[config.mk]
export PLATFORM = sky130hd
export DESIGN_NAME = hist_seq_ctrl
export DESIGN_NICKNAME = d
export VERILOG_FILES = /design/src/rtl/hist_pkg.sv /design/src/rtl/hist_rmw_pipe.sv /design/src/rtl/hist_seq_ctrl.sv
export SDC_FILE = /design/constraint.sdc
export NUM_CORES = 1
export LEC_CHECK = 0
export CAP_MARGIN = 20
export CORE_MARGIN = 1.5
export CORE_UTILIZATION = 50
export CTS_CLUSTER_SIZE = 24
export DETAILED_ROUTE_END_ITERATION = 10
export PLACE_DENSITY = 0.74
export SYNTH_ARGS = -nofsm -noshare
export SYNTH_HDL_FRONTEND = slang
export SYNTH_SLANG_ARGS = --single-unit
export TNS_END_PERCENT = 30
[constraint.sdc]
create_clock -name clk -period 5.8 [get_ports clk]
set_input_delay 0.58 -clock clk [delete_from_list [all_inputs] [get_ports clk]]
set_output_delay 0.58 -clock clk [all_outputs]
set_load 0.03 [all_outputs]
[src/rtl/hist_pkg.sv]
// Shared definitions for the histogram sequencer: FSM state encoding and
// default parameter values.
package hist_pkg;

    localparam int PIX_W_DEF     = 8;
    localparam int CNT_W_DEF     = 20;
    localparam int FRAME_PIX_DEF = 307200;

    typedef enum logic [2:0] {
        IDLE,
        CLEAR,
        ACCUM,
        DRAIN,
        DUMP
    } hist_state_e;

endpackage

[src/rtl/hist_rmw_pipe.sv]
// Two-stage read-modify-write incrementer for the bin RAM, with forwarding of
// the previous cycle's write. Optional macro HIST_SAT_EN saturates the count.
module hist_rmw_pipe #(
    parameter int PIX_W = 8,
    parameter int CNT_W = 20
) (
    input  logic             clk,
    input  logic             rst,
    input  logic             accept_i,
    input  logic [PIX_W-1:0] pix_i,
    input  logic [CNT_W-1:0] rdata_i,
    output logic             wr_en_o,
    output logic [PIX_W-1:0] wr_addr_o,
    output logic [CNT_W-1:0] wr_data_o
);

    logic             s2_valid_q;
    logic [PIX_W-1:0] s2_addr_q;
    logic             prev_we_q;
    logic [PIX_W-1:0] prev_addr_q;
    logic [CNT_W-1:0] prev_data_q;
    logic             fwd;
    logic [CNT_W-1:0] operand;

    // Back-to-back hits on one bin would otherwise read a stale count.
    assign fwd     = prev_we_q && (prev_addr_q == s2_addr_q);
    assign operand = fwd ? prev_data_q : rdata_i;

`ifdef HIST_SAT_EN
    assign wr_data_o = (&operand) ? operand : operand + CNT_W'(1);
`else
    assign wr_data_o = operand + CNT_W'(1);
`endif

    assign wr_en_o   = s2_valid_q;
    assign wr_addr_o = s2_addr_q;

    always_ff @(posedge clk) begin
        if (rst) begin
            s2_valid_q  <= 1'b0;
            s2_addr_q   <= '0;
            prev_we_q   <= 1'b0;
            prev_addr_q <= '0;
            prev_data_q <= '0;
        end else begin
            s2_valid_q  <= accept_i;
            if (accept_i) begin
                s2_addr_q <= pix_i;
            end
            prev_we_q   <= s2_valid_q;
            prev_addr_q <= s2_addr_q;
            prev_data_q <= wr_data_o;
        end
    end

endmodule

[src/rtl/hist_seq_ctrl.sv]
// Histogram sequencer: clears the bin RAM, accumulates one frame of pixels,
// then streams all bins out. Honours HIST_SAT_EN through hist_rmw_pipe.
module hist_seq_ctrl
    import hist_pkg::*;
#(
    parameter int PIX_W     = PIX_W_DEF,
    parameter int CNT_W     = CNT_W_DEF,
    parameter int FRAME_PIX = FRAME_PIX_DEF
) (
    input  logic             clk,
    input  logic             rst,
    input  logic             start,
    output logic             busy,
    output logic             done,
    input  logic             pix_valid,
    output logic             pix_ready,
    input  logic [PIX_W-1:0] pix_data,
    output logic [PIX_W-1:0] mem_addr,
    output logic             mem_we,
    output logic [CNT_W-1:0] mem_wdata,
    input  logic [CNT_W-1:0] mem_rdata,
    output logic             out_valid,
    input  logic             out_ready,
    output logic [PIX_W-1:0] out_bin,
    output logic [CNT_W-1:0] out_cnt,
    output logic             out_last
);

    localparam int NBINS  = 2**PIX_W;
    localparam int PCNT_W = $clog2(FRAME_PIX + 1);

    hist_state_e       state_q, state_d;
    logic [PIX_W-1:0]  clr_addr_q, clr_addr_d;
    logic [PCNT_W-1:0] pix_cnt_q, pix_cnt_d;
    logic [PIX_W:0]    rd_addr_q, rd_addr_d;
    logic              rd_pend_q, rd_pend_d;
    logic              pf_valid_q, pf_valid_d;
    logic [CNT_W-1:0]  pf_cnt_q, pf_cnt_d;
    logic [PIX_W-1:0]  ld_bin_q, ld_bin_d;
    logic              out_valid_q, out_valid_d;
    logic [PIX_W-1:0]  out_bin_q, out_bin_d;
    logic [CNT_W-1:0]  out_cnt_q, out_cnt_d;
    logic              out_last_q, out_last_d;
    logic              done_q, done_d;

    logic             wr_en;
    logic [PIX_W-1:0] wr_addr;
    logic [CNT_W-1:0] wr_data;
    logic             accept;
    logic             hs;
    logic [1:0]       occ_after;
    logic             load;
    logic [CNT_W-1:0] load_cnt;
    logic             mem_we_c;

    // Single RAM port: a new pixel may only share the cycle with the pending
    // write when it hits the same bin (its count then comes from forwarding).
    assign pix_ready = (state_q == ACCUM) && !(wr_en && (pix_data != wr_addr));
    assign accept    = pix_valid && pix_ready;
    assign busy      = (state_q != IDLE);
    assign done      = done_q;
    assign out_valid = out_valid_q;
    assign out_bin   = out_bin_q;
    assign out_cnt   = out_cnt_q;
    assign out_last  = out_last_q;
    assign mem_we    = mem_we_c && !rst;

    assign hs        = out_valid_q && out_ready;
    assign occ_after = {1'b0, out_valid_q} + {1'b0, pf_valid_q} + {1'b0, rd_pend_q}
                       - {1'b0, hs};

    hist_rmw_pipe #(
        .PIX_W (PIX_W),
        .CNT_W (CNT_W)
    ) u_pipe (
        .clk       (clk),
        .rst       (rst),
        .accept_i  (accept),
        .pix_i     (pix_data),
        .rdata_i   (mem_rdata),
        .wr_en_o   (wr_en),
        .wr_addr_o (wr_addr),
        .wr_data_o (wr_data)
    );

    always_comb begin
        state_d     = state_q;
        clr_addr_d  = clr_addr_q;
        pix_cnt_d   = pix_cnt_q;
        rd_addr_d   = rd_addr_q;
        rd_pend_d   = 1'b0;
        pf_valid_d  = pf_valid_q;
        pf_cnt_d    = pf_cnt_q;
        ld_bin_d    = ld_bin_q;
        out_valid_d = out_valid_q;
        out_bin_d   = out_bin_q;
        out_cnt_d   = out_cnt_q;
        out_last_d  = out_last_q;
        done_d      = 1'b0;
        mem_we_c    = 1'b0;
        mem_addr    = '0;
        mem_wdata   = '0;
        load        = 1'b0;
        load_cnt    = '0;

        case (state_q)
            IDLE: begin
                if (start) begin
                    state_d    = CLEAR;
                    clr_addr_d = '0;
                end
            end
            CLEAR: begin
                mem_we_c   = 1'b1;
                mem_addr   = clr_addr_q;
                clr_addr_d = clr_addr_q + PIX_W'(1);
                if (clr_addr_q == PIX_W'(NBINS - 1)) begin
                    state_d   = ACCUM;
                    pix_cnt_d = '0;
                end
            end
            ACCUM: begin
                if (wr_en) begin
                    mem_we_c  = 1'b1;
                    mem_addr  = wr_addr;
                    mem_wdata = wr_data;
                end else begin
                    mem_addr = pix_data;
                end
                if (accept) begin
                    pix_cnt_d = pix_cnt_q + PCNT_W'(1);
                    if (pix_cnt_q == PCNT_W'(FRAME_PIX - 1)) begin
                        state_d = DRAIN;
                    end
                end
            end
            DRAIN: begin
                mem_we_c    = wr_en;
                mem_addr    = wr_addr;
                mem_wdata   = wr_data;
                state_d     = DUMP;
                rd_addr_d   = '0;
                pf_valid_d  = 1'b0;
                ld_bin_d    = '0;
                out_valid_d = 1'b0;
            end
            DUMP: begin
                mem_addr = rd_addr_q[PIX_W-1:0];
                // Keep at most two counts in flight/held: output register + prefetch.
                if (!rd_addr_q[PIX_W] && (occ_after < 2'd2)) begin
                    rd_addr_d = rd_addr_q + (PIX_W+1)'(1);
                    rd_pend_d = 1'b1;
                end
                if (hs) begin
                    if (pf_valid_q) begin
                        load       = 1'b1;
                        load_cnt   = pf_cnt_q;
                        pf_valid_d = rd_pend_q;
                        pf_cnt_d   = mem_rdata;
                    end else if (rd_pend_q) begin
                        load     = 1'b1;
                        load_cnt = mem_rdata;
                    end else begin
                        out_valid_d = 1'b0;
                    end
                end else if (rd_pend_q) begin
                    if (!out_valid_q) begin
                        load     = 1'b1;
                        load_cnt = mem_rdata;
                    end else begin
                        pf_valid_d = 1'b1;
                        pf_cnt_d   = mem_rdata;
                    end
                end
                if (load) begin
                    out_valid_d = 1'b1;
                    out_bin_d   = ld_bin_q;
                    out_cnt_d   = load_cnt;
                    out_last_d  = (ld_bin_q == PIX_W'(NBINS - 1));
                    ld_bin_d    = ld_bin_q + PIX_W'(1);
                end
                if (hs && out_last_q) begin
                    out_valid_d = 1'b0;
                    out_last_d  = 1'b0;
                    done_d      = 1'b1;
                    state_d     = IDLE;
                end
            end
            default: state_d = IDLE;
        endcase
    end

    always_ff @(posedge clk) begin
        if (rst) begin
            state_q     <= IDLE;
            clr_addr_q  <= '0;
            pix_cnt_q   <= '0;
            rd_addr_q   <= '0;
            rd_pend_q   <= 1'b0;
            pf_valid_q  <= 1'b0;
            pf_cnt_q    <= '0;
            ld_bin_q    <= '0;
            out_valid_q <= 1'b0;
            out_bin_q   <= '0;
            out_cnt_q   <= '0;
            out_last_q  <= 1'b0;
            done_q      <= 1'b0;
        end else begin
            state_q     <= state_d;
            clr_addr_q  <= clr_addr_d;
            pix_cnt_q   <= pix_cnt_d;
            rd_addr_q   <= rd_addr_d;
            rd_pend_q   <= rd_pend_d;
            pf_valid_q  <= pf_valid_d;
            pf_cnt_q    <= pf_cnt_d;
            ld_bin_q    <= ld_bin_d;
            out_valid_q <= out_valid_d;
            out_bin_q   <= out_bin_d;
            out_cnt_q   <= out_cnt_d;
            out_last_q  <= out_last_d;
            done_q      <= done_d;
        end
    end

endmodule

# Yosys cells after proc, flatten, opt, wreduce, memory -nomap -nowiden
# Index checks and enable logic that the tools add are counted.
[classes] div=0 reduce_logical=30 n_mux=52 n_mul=0 shift=0 n_addsub=8 order_cmp=1 bitwise=1 eq_ne=22
[ops] op="$mux W20" count=11
[ops] op="$pmux W20 S2" count=1
[ops] op="$mux W19" count=2
[ops] op="$pmux W19 S2" count=1
[ops] op="$pmux W8 S2" count=2
[ops] op="$pmux W8 S4" count=1
[ops] op="$mux W8" count=3
[ops] op="$add A20 B1 Y20 const B" count=1
[ops] op="$mux W1" count=20
[ops] op="$add A19 B1 Y19 const B" count=1
[ops] op="$eq A19 B19 Y1 const B" count=1
[ops] op="$pmux W9 S2" count=1
[ops] op="$add A8 B1 Y8 const B" count=2
[ops] op="$eq A8 B8 Y1 const B" count=2
[ops] op="$mux W3" count=5
[ops] op="$pmux W3 S5" count=1
[ops] op="$ne A2 B2 Y1 const B" count=6
[ops] op="$ne A4 B4 Y1 const B" count=3
[ops] op="$reduce_bool A2 Y1" count=6
[ops] op="$reduce_and A2 Y1" count=5
[ops] op="$add A9 B1 Y9 const B" count=1
[ops] op="$mux W9" count=1
[ops] op="$eq A8 B8 Y1" count=1
[ops] op="$logic_and A1 B1 Y1" count=8
[ops] op="other kinds (20)" count=28
[totals] latch_bits=0 mem_bits_ro=0 inputBits=33 wordCells=132 output_inout_bits=62 reg_bits=138 mem_bits_rw=0 memories=0

# Longest topological paths before layout
# Gate-level depths: netlist (run 1).
[depth] depth_word=7 depth_mapped=13

# Cells and area by module
# Synthesis (run 1) repeated with hierarchy kept, for this count alone.
[hier_totals] cells_unflattened=854 area_unflattened_um2=7078.0
[modules_own_cells] mod="hist_seq_ctrl" cells_each=606 area_each_um2=4849.7 instances=1
[modules_own_cells] mod="hist_rmw_pipe" cells_each=248 area_each_um2=2228.4 instances=1

# Worst setup path before layout (run 1)
# No wires, ideal clock.
[synth_path] path_type="input to output" start="input port mem_rdata[4]" end="output port mem_wdata[13]" arrival_ps=3314 setup_slack_ps=1906 cell_stages=6 required_time_ps=5220 cell_sequence="clkbuf_1 > nand4_1 > or4_1 > nor2_1 > nor3_1 > a2111oi_0"
[synth_between] elab_chain_cells=4
[synth_rtl] element="start, declared" line_no="hist_seq_ctrl.sv:21" rtl="input logic [CNT_W-1:0] mem_rdata,"
[synth_rtl] element="$mux W20 *" line_no="hist_rmw_pipe.sv:27" rtl="assign operand = fwd ? prev_data_q : rdata_i;"
[synth_rtl] element="$add A20 B1 Y20 *" line_no="hist_rmw_pipe.sv:32" rtl="assign wr_data_o = operand + CNT_W'(1);"
[synth_rtl] element="$mux W20" line_no="hist_seq_ctrl.sv:123" rtl="if (wr_en) begin"
[synth_rtl] element="$pmux W20 S2 *" line_no="hist_seq_ctrl.sv:106" rtl="case (state_q)"
[synth_rtl] element="end, declared" line_no="hist_seq_ctrl.sv:20" rtl="output logic [CNT_W-1:0] mem_wdata,"
# Mark *: on every way between the ends. The rest lies on a longest branch, timed or not.

# Worst setup path in the final report (run 1)
[layout_path] start="register u_pipe.s2_addr_q[2] (netlist: u_pipe.wr_addr_o[2])" end="output port mem_wdata[14]"
[layout_between] elab_chain_cells=6
[layout_rtl] element="start, declared" line_no="hist_rmw_pipe.sv:18" rtl="logic [PIX_W-1:0] s2_addr_q;"
[layout_rtl] element="start signal, assigned" line_no="hist_rmw_pipe.sv:48" rtl="s2_addr_q <= pix_i;"
[layout_rtl] element="$eq A8 B8 Y1 *" line_no="hist_rmw_pipe.sv:26" rtl="assign fwd = prev_we_q && (prev_addr_q == s2_addr_q);"
[layout_rtl] element="$logic_and A1 B1 Y1 *" line_no="hist_rmw_pipe.sv:26"
[layout_rtl] element="$mux W20 *" line_no="hist_rmw_pipe.sv:27"
[layout_rtl] element="$add A20 B1 Y20 *" line_no="hist_rmw_pipe.sv:32"
[layout_rtl] element="$mux W20" line_no="hist_seq_ctrl.sv:123"
[layout_rtl] element="$pmux W20 S2 *" line_no="hist_seq_ctrl.sv:106"
# Marked as above.

==> results of run 1 <==
logic make-up (layout without fill, tap and decap cells):
| group | Yosys count | after routing | synth area share (%) |
|---|---|---|---|
| buf+inv | 64 | 146 | 3.81 |
| mux | 9 | 9 | 1.41 |
| simple gates | 411 | 411 | 29.2 |
| xor+xnor | 63 | 63 | 8.28 |
| flops | 138 | 138 | 41.4 |
| compound gates | 153 | 153 | 14.4 |
| fa+ha+maj | 8 | 8 | 1.50 |
stage by stage:
stage | cell area (um^2) | setup slack [ns] | instances | utilization [%]
finish | 8300 | 1.02 | 1100 | 64.7
detailed placement | 7680 | 1.50 | 1068 | 59.9
CTS | 8290 | 1.04 | 1099 | 64.7
global route | 8300 | 0.750 | 1100 | 64.7
global placement | 7660 | 1.58 | 1067 | 59.8
floorplan | 6670 | 1.91 | 846 | -
cells in the mapped netlist (5+ instances only):
master | number | area share, %
a211oi_1 | 5 | 0.56
a21oi_1 | 73 | 5.5
a221oi_1 | 20 | 2.6
a222oi_1 | 8 | 1.2
and2_1 | 6 | 0.56
and3_1 | 17 | 1.6
clkbuf_1 | 45 | 2.5
dfxtp_1 | 138 | 41
ha_1 | 8 | 1.5
inv_1 | 13 | 0.73
mux2i_1 | 6 | 0.90
nand2_1 | 128 | 7.2
nand3_1 | 41 | 3.1
nand4_1 | 19 | 1.8
nor2_1 | 105 | 5.9
nor2b_1 | 17 | 1.6
nor3_1 | 35 | 2.6
o21ai_0 | 21 | 1.6
o31ai_1 | 11 | 1.2
or3_1 | 9 | 0.84
or4_1 | 11 | 1.2
xnor2_1 | 40 | 5.3
xor2_1 | 23 | 3.0
final cells by class:
cell class / instances / area (um^2) / area share [%]
multi-input cells: 644 / 3650 / 44.0
flip-flops and latches: 138 / 2760 / 33.3
repair buffers: 102 / 1010 / 12.1
clock buffers: 23 / 498 / 6.00
well taps: 172 / 215 / 2.59
clock inverters: 8 / 115 / 1.39
inverters: 13 / 48.8 / 0.588
flip-flops by register name, indices dropped and copies added (netlist names), 3 cells and up:
name and cells:
rd_addr_q 9, out_cnt 20, pf_cnt_q 20, pix_cnt_q 19, ld_bin_q 8, u_pipe.wr_addr_o 8
state_q 3, u_pipe.prev_addr_q 8, clr_addr_q 8, u_pipe.prev_data_q 20, out_bin 8
worst reg2reg max path: cells and delay by family (launching register included):
| kind | cells | cell delay, ns |
|---|---|---|
| xor+xnor | 2 | 0.23 |
| fa+ha+maj | 1 | 0.35 |
| buf+inv | 1 | 0.35 |
| flops | 1 | 0.41 |
| mux | 2 | 0.54 |
| simple gates | 6 | 1.23 |
worst min path at each step:
stage                               endpoint  slack, ns  depth (start not counted)
detailed placement  pf_cnt_q[9]$_SDFFE_PP0P_       0.45                          2
floorplan           pf_cnt_q[0]$_SDFFE_PP0P_       0.44                          2
global placement    pf_cnt_q[9]$_SDFFE_PP0P_       0.44                          2
finish               out_bin[5]$_SDFFE_PP0P_       0.45                          2
CTS                 pf_cnt_q[9]$_SDFFE_PP0P_       0.45                          2
global route        pf_cnt_q[5]$_SDFFE_PP0P_       0.47                          2
where the power goes:
part,switching (mW),internal (mW)
logic,0.131,0.0830
registers,0.0233,0.966
clock network,0.388,0.726
total,0.543,1.78
routing by layer:
layer  vias up  track usage, %  routed length (um)
met2       237            40.0                8140
met5         -               0                   0
met4         0            10.5                 408
li1       3112               -                   -
met3        37            5.31                1010
met1      3046            31.6                7670
==> summary.txt, run 1 <==
Place
  • GPL Wtd Cong: ~0.88
  • IO buf count: 94
  • HPWL Detailed: 11.9 mm

Clock tree
  • Clk pin slew, worst setup/hold paths: roughly 0.050 ns
  • Clock latency on the worst-skew pair: approximately 0.43 ns
  • CTS tree: built
  • Clock Tree Buf Depth: 2
  • Clock sink count: 138
  • Setup repair bufs after CTS: 0
  • Cts hold-fix bufs: 0
  • Root Buffer: clkbuf_16
  • Post-cts sizing count: 0
  • CTS H-tree depth: 4
  • Inserted Clock Buffers: 17

Setup path
  • Max incr delay on CP: 0.67 ns
  • CP bufs+invs: 2
  • Reg-to-reg slack, setup: 2.62 ns
  • Setup crit end: mem_wdata[14]
  • Cell chain of the critical path: xnor2_1 -> nand3_1 -> nor3_2 -> buf_4 -> mux2_2 -> ha_1 -> nand4_1 -> nor3_1 -> and3_1 -> xnor2_1 -> mux2_2 -> nor2_1 -> clkdlybuf4s50_1
  • Worst r2r src: u_pipe.wr_addr_o[2]$_SDFFE_PP0P_
  • CP Depth: 13
  • WP data required: 5.22 ns
  • Crit path from: u_pipe.wr_addr_o[2]$_SDFFE_PP0P_
  • Worst Path Max Fanout: 30
  • Endpoint class of the critical path: output pin
  • CP top delay family: simple AND/OR/NAND/NOR gates
  • CP Launch Type: flop
  • CP arrival: around 4.2 ns
  • Critical path type: reg -> out
  • R2R Path End: u_pipe.prev_data_q[14]$_SDFF_PP0_
  • Cells on worst reg2reg path: 12
  • CP max stage cell: clkdlybuf4s50_1

Detailed routing
  • Wire length per cell: roughly 16 um
  • DRT iter0 DRCs: around 610
  • Drt first pass iters: 6
  • Via count: 6432
  • Vias per std cell: just under 6
  • WL final: 17.2 mm
  • # DRC: 0
  • Detail Route Antenna Nets: 0

Power
  • Worst vdd ir: ~0.19 mV
  • PwrDens: ~280 nW/um^2
  • Power consumption: approximately 2.3 mW
  • LEAKAGE: 2.89 nW

STA
  • Final Hold Viols: 0
  • Final setup viols: 0
  • Final period demand of the worst path: around 4.8 ns
  • Clock skew: a little under 0.01 ns
  • Hold slack final: roughly 0.45 ns
  • Max-slew headroom: between 20% and 30%
  • Setup TNS: 0 ns
  • Worst Tran Pin Value: 1.09 ns
  • Fin. max-slew vios: 0
  • Tcrit/Tclk final: roughly 82%
  • RSZ-0062 raised after global routing: false
  • Max Freq: between 200 and 250 MHz

Worst hold path
  • Worst hold path class: reg -> reg
  • Hold path start: out_bin[5]$_SDFFE_PP0P_

Floorplan
  • DIE HEIGHT: 118 um
  • I/O pin count: 95
  • Die area: 14000 um^2
  • Core Box Area: roughly 13000 um^2
  • FP Rows: 41
  • Chip width: 118 um
  • Initial core utilization: between 50% and 60%

Synthesis
  • Mapped Area: between 6000 and 7000 um^2
  • Cell variety after synth: 48
  • Warnings from Yosys: 0
  • Syn Inst Count: ~850
  • Post-synthesis async set-or-reset flop share: 0%
  • Predominant post-synthesis flop cell: dfxtp_1
  • #FFs+latches synth: 138
  • Sequential element share of the synthesized area: 41.4%
  • EDFF count, synth: 0
  • Syn_area_per_cell: between 7 and 8 um^2
  • Syn nets: 887

Cells and area
  • Layout cells sized above 1: 5.17%
  • Fillers: between 1000 and 1500
  • Leading cell type in the layout, fill and taps excluded: dfxtp_1
  • Commonest cells after routing, fill and taps aside: dfxtp_1, nand2_1, nor2_1
  • Area growth, synth to finish: 24.5%
  • Layout Nets: 957
  • Number of diodes: 0

Status
  • Status: complete, no violations

GRT
  • Initial antenna violation count: 0
  • Largest net degree at the start of global routing: 88
  • Vias in the first global route: just under 6000
  • Total grt overflow: 0
  • GRT Util Overall: 24.6%
  • First-pass GRT wire length: around 28 mm

Run
  • Max-cap violations: 0
Note: power is estimated with default switching activity, not from simulation.
==> run 2: changes to the inputs <==
==> constraint.sdc (replaced) <==
create_clock -name clk -period 4.6 [get_ports clk]
set_input_delay 0.46 -clock clk [delete_from_list [all_inputs] [get_ports clk]]
set_output_delay 0.46 -clock clk [all_outputs]
set_load 0.03 [all_outputs]
==> summary.txt, run 2 (synthesized netlist as in run 1, its figures left out) <==
Status
  • Status: complete, no violations (unchanged)

Clock tree
  • Clock sink count: 138 (unchanged)
  • Clock Tree Buf Depth: 2 (unchanged)
  • CTS H-tree depth: 4 (unchanged)
  • Inserted Clock Buffers: 17 (unchanged)
  • CTS tree: built (unchanged)
  • Clk pin slew, worst setup/hold paths: 0.06 ns (was 0.05 ns)
  • Root Buffer: clkbuf_16 (unchanged)
  • Clock latency on the worst-skew pair: 0.42 ns (was 0.43 ns)

GRT
  • Initial antenna violation count: 0 (unchanged)
  • First-pass GRT wire length: 28.1 mm (about the same)
  • Vias in the first global route: 5815 (was 5833)
  • GRT Util Overall: 24.6% (about the same)
  • Total grt overflow: 0 (unchanged)
  • Largest net degree at the start of global routing: 108 (was 88)

STA
  • Worst Tran Pin Value: 1.08 ns (was 1.09 ns)
  • Fin worst setup slack: 0.305 ns (was 1.02 ns)
  • Max Freq: approximately 230 MHz
  • Final period demand of the worst path: 4.29 ns
  • Clock skew: 0.0105 ns (was 0.00977 ns)
  • Setup TNS: 0 ns (unchanged)
  • Max-slew headroom: 27.5% (was 26.5%)
  • Tcrit/Tclk final: 93.4%
  • Final setup viols: 0 (unchanged)
  • Fin. max-slew vios: 0 (unchanged)
  • RSZ-0062 raised after global routing: false (unchanged)
  • Final Hold Viols: 0 (unchanged)

Cells and area
  • Layout cells sized above 1: 5.79% (was 5.17%)
  • Number of diodes: 0 (unchanged)
  • Layout Nets: 961 (was 957)
  • Area growth, synth to finish: 25.8% (was 24.5%)
  • Commonest cells after routing, fill and taps aside: dfxtp_1, nand2_1, nor2_1 (unchanged)
  • Leading cell type in the layout, fill and taps excluded: dfxtp_1 (unchanged)
  • Fin util: 65.4% (was 64.7%)

Setup path
  • Worst r2r src: state_q[2]$_SDFFE_PP0P_ (was u_pipe.wr_addr_o[2]$_SDFFE_PP0P_)
  • R2R Path End: out_cnt[1]$_SDFFE_PP0P_ (was u_pipe.prev_data_q[14]$_SDFF_PP0_)
  • CP top delay family: simple AND/OR/NAND/NOR gates (unchanged)
  • Critical path type: reg -> out (unchanged)
  • CP arrival: 3.83 ns (was 4.20 ns)
  • Cell chain of the critical path: xnor2_1 -> nand3_1 -> nor3_4 -> mux2_2 -> ha_2 -> and4_1 -> nand4_1 -> or3_1 -> a21oi_1 -> a21oi_1 -> nor2_1 -> clkdlybuf4s50_1 (was xnor2_1 -> nand3_1 -> nor3_2 -> buf_4 -> mux2_2 -> ha_1 -> nand4_1 -> nor3_1 -> and3_1 -> xnor2_1 -> mux2_2 -> nor2_1 -> clkdlybuf4s50_1)
  • CP bufs+invs: 1 (was 2)
  • Cells on worst reg2reg path: 6 (was 12)
  • Worst Path Max Fanout: 8 (was 30)
  • CP max stage cell: clkdlybuf4s50_1 (unchanged)
  • Max incr delay on CP: 0.67 ns (about the same)
  • Endpoint class of the critical path: output pin (unchanged)
  • Most used cell, CP: a21oi_1
  • CP Launch Type: flop (unchanged)
  • Reg-to-reg slack, setup: 1.47 ns (was 2.62 ns)
  • WP data required: 4.14 ns (was 5.22 ns)

Floorplan
  • Die area: 14000 um^2 (unchanged)
  • Initial core utilization: 52.0% (unchanged)
  • Chip width: 118 um (unchanged)
  • FP Rows: 41 (unchanged)
  • DIE HEIGHT: 118 um (unchanged)
  • I/O pin count: 95 (unchanged)
  • Core Box Area: 12800 um^2 (unchanged)

Power
  • Sequential Power Share: 41.1% (was 42.7%)
  • Clock share of power: 49.8% (was 48.1%)
  • LEAKAGE: 2.91 nW (was 2.89 nW)
  • Worst vdd ir: 0.245 mV (was 0.194 mV)
  • P_int: 2.33 mW (was 1.78 mW)
  • PwrDens: 362 nW/um^2 (was 279 nW/um^2)
  • Comb pwr share: 9.1% (was 9.2%)
  • Switching Share: 23.2% (was 23.4%)
  • P_sw: 0.703 mW (was 0.543 mW)

Worst hold path
  • Hold path depth: 2 (unchanged)
  • Hold path start: rst (was out_bin[5]$_SDFFE_PP0P_)
  • WHS Endpoint: pix_cnt_q[0]$_SDFFE_PP0P_ (was out_bin[5]$_SDFFE_PP0P_)
  • Worst hold path class: in -> reg (was reg -> reg)

Place
  • Pre-CTS setup slack: 0.541 ns (was 1.50 ns)
  • GPL Wtd Cong: 0.913 (was 0.882)
  • IO buf count: 94 (unchanged)
  • HPWL Detailed: 11.9 mm (about the same)

Detailed routing
  • Drt first pass iters: 6 (unchanged)
  • DRT iter0 DRCs: 581 (was 613)
  • Detail Route Antenna Nets: 0 (unchanged)
  • WL final: 17.1 mm (was 17.2 mm)
  • Vias per std cell: 5.75 (was 5.85)
  • # DRC: 0 (unchanged)
  • Via count: 6351 (was 6432)
  • Wire length per cell: 15.5 um (was 15.7 um)

Run
  • Max-cap violations: 0 (unchanged)
## run 2: changes by cell type in the layout (fill, tap and decap cells not counted), sizes merged
cell	previous run	this run
clkinvlp	0	2
clkinv	5	2
buf	9	13
clkbuf	23	22
inv	13	14
bufinv	3	5
## run 2: area by class of cell
class                   instances  area (um^2)
fillers                      1066         4440
multi-input cells             644         3670
flip-flops and latches        138         2760
repair buffers                106         1030
clock buffers                  22          474
well taps                     172          215
clock inverters                10          188
inverters                      13         48.8
## run 2: how the worst max path moves through the flow
stage / startpoint / to / slack [ns] / cells after the start
after global routing: u_pipe.wr_addr_o[7]$_SDFFE_PP0P_ / mem_wdata[18] / 0.05 / 12
after global placement: u_pipe.wr_addr_o[2]$_SDFFE_PP0P_ / mem_wdata[14] / 0.69 / 12
after detailed placement: u_pipe.wr_addr_o[7]$_SDFFE_PP0P_ / mem_wdata[14] / 0.54 / 12
final: u_pipe.wr_addr_o[6]$_SDFFE_PP0P_ / mem_wdata[18] / 0.31 / 12
after floorplan: u_pipe.wr_addr_o[2]$_SDFFE_PP0P_ / mem_wdata[14] / 0.87 / 13
after CTS: u_pipe.wr_addr_o[6]$_SDFFE_PP0P_ / mem_wdata[14] / 0.08 / 12
## run 2: metal layers
layer  wire length [um]  GRT usage (%)  share of wire (%)
met3                948           5.50                5.5
met5                  0              0                  0
met1               7530           31.6                 44
met4                293           8.89                1.7
met2               8350           40.5                 49
## run 2: what timing repair did
action	4_1_cts	5_1_grt
buffers inserted	0	0
gates resized for setup	0	3
hold buffers	0	0
setup endpoints to repair	0	3
## run 2: worst register-to-register path, cell delays in order, from the launching register on
cell      delay (ns)
dfxtp_1         0.55
nor3b_1         0.90
buf_4           0.30
nand3_1         0.38
buf_4           0.37
a221oi_1        0.39
nor3_1          0.08
## run 2: per-stage QoR
step	cell area [um^2]	instances	hold slack [ns]	power, mW
after floorplan	6670	846	0.436	1.43
after global placement	7700	1072	0.442	1.54
after detailed placement	7700	1072	0.446	1.54
after CTS	8360	1104	0.215	3.05
after global routing	8380	1105	0.222	3.14
final	8380	1105	0.232	3.04
## run 2: power groups by stage
| stage | combinational, mW | clock [mW] | sequential, mW |
|---|---|---|---|
| 6_report | 0.276 | 1.51 | 1.25 |
| 5_1_grt | 0.300 | 1.59 | 1.25 |
| 4_1_cts | 0.273 | 1.54 | 1.25 |
| 3_5_place_dp | 0.271 | 0 | 1.27 |
| 3_3_place_gp | 0.267 | 0 | 1.27 |
| 2_1_floorplan | 0.175 | 0 | 1.26 |
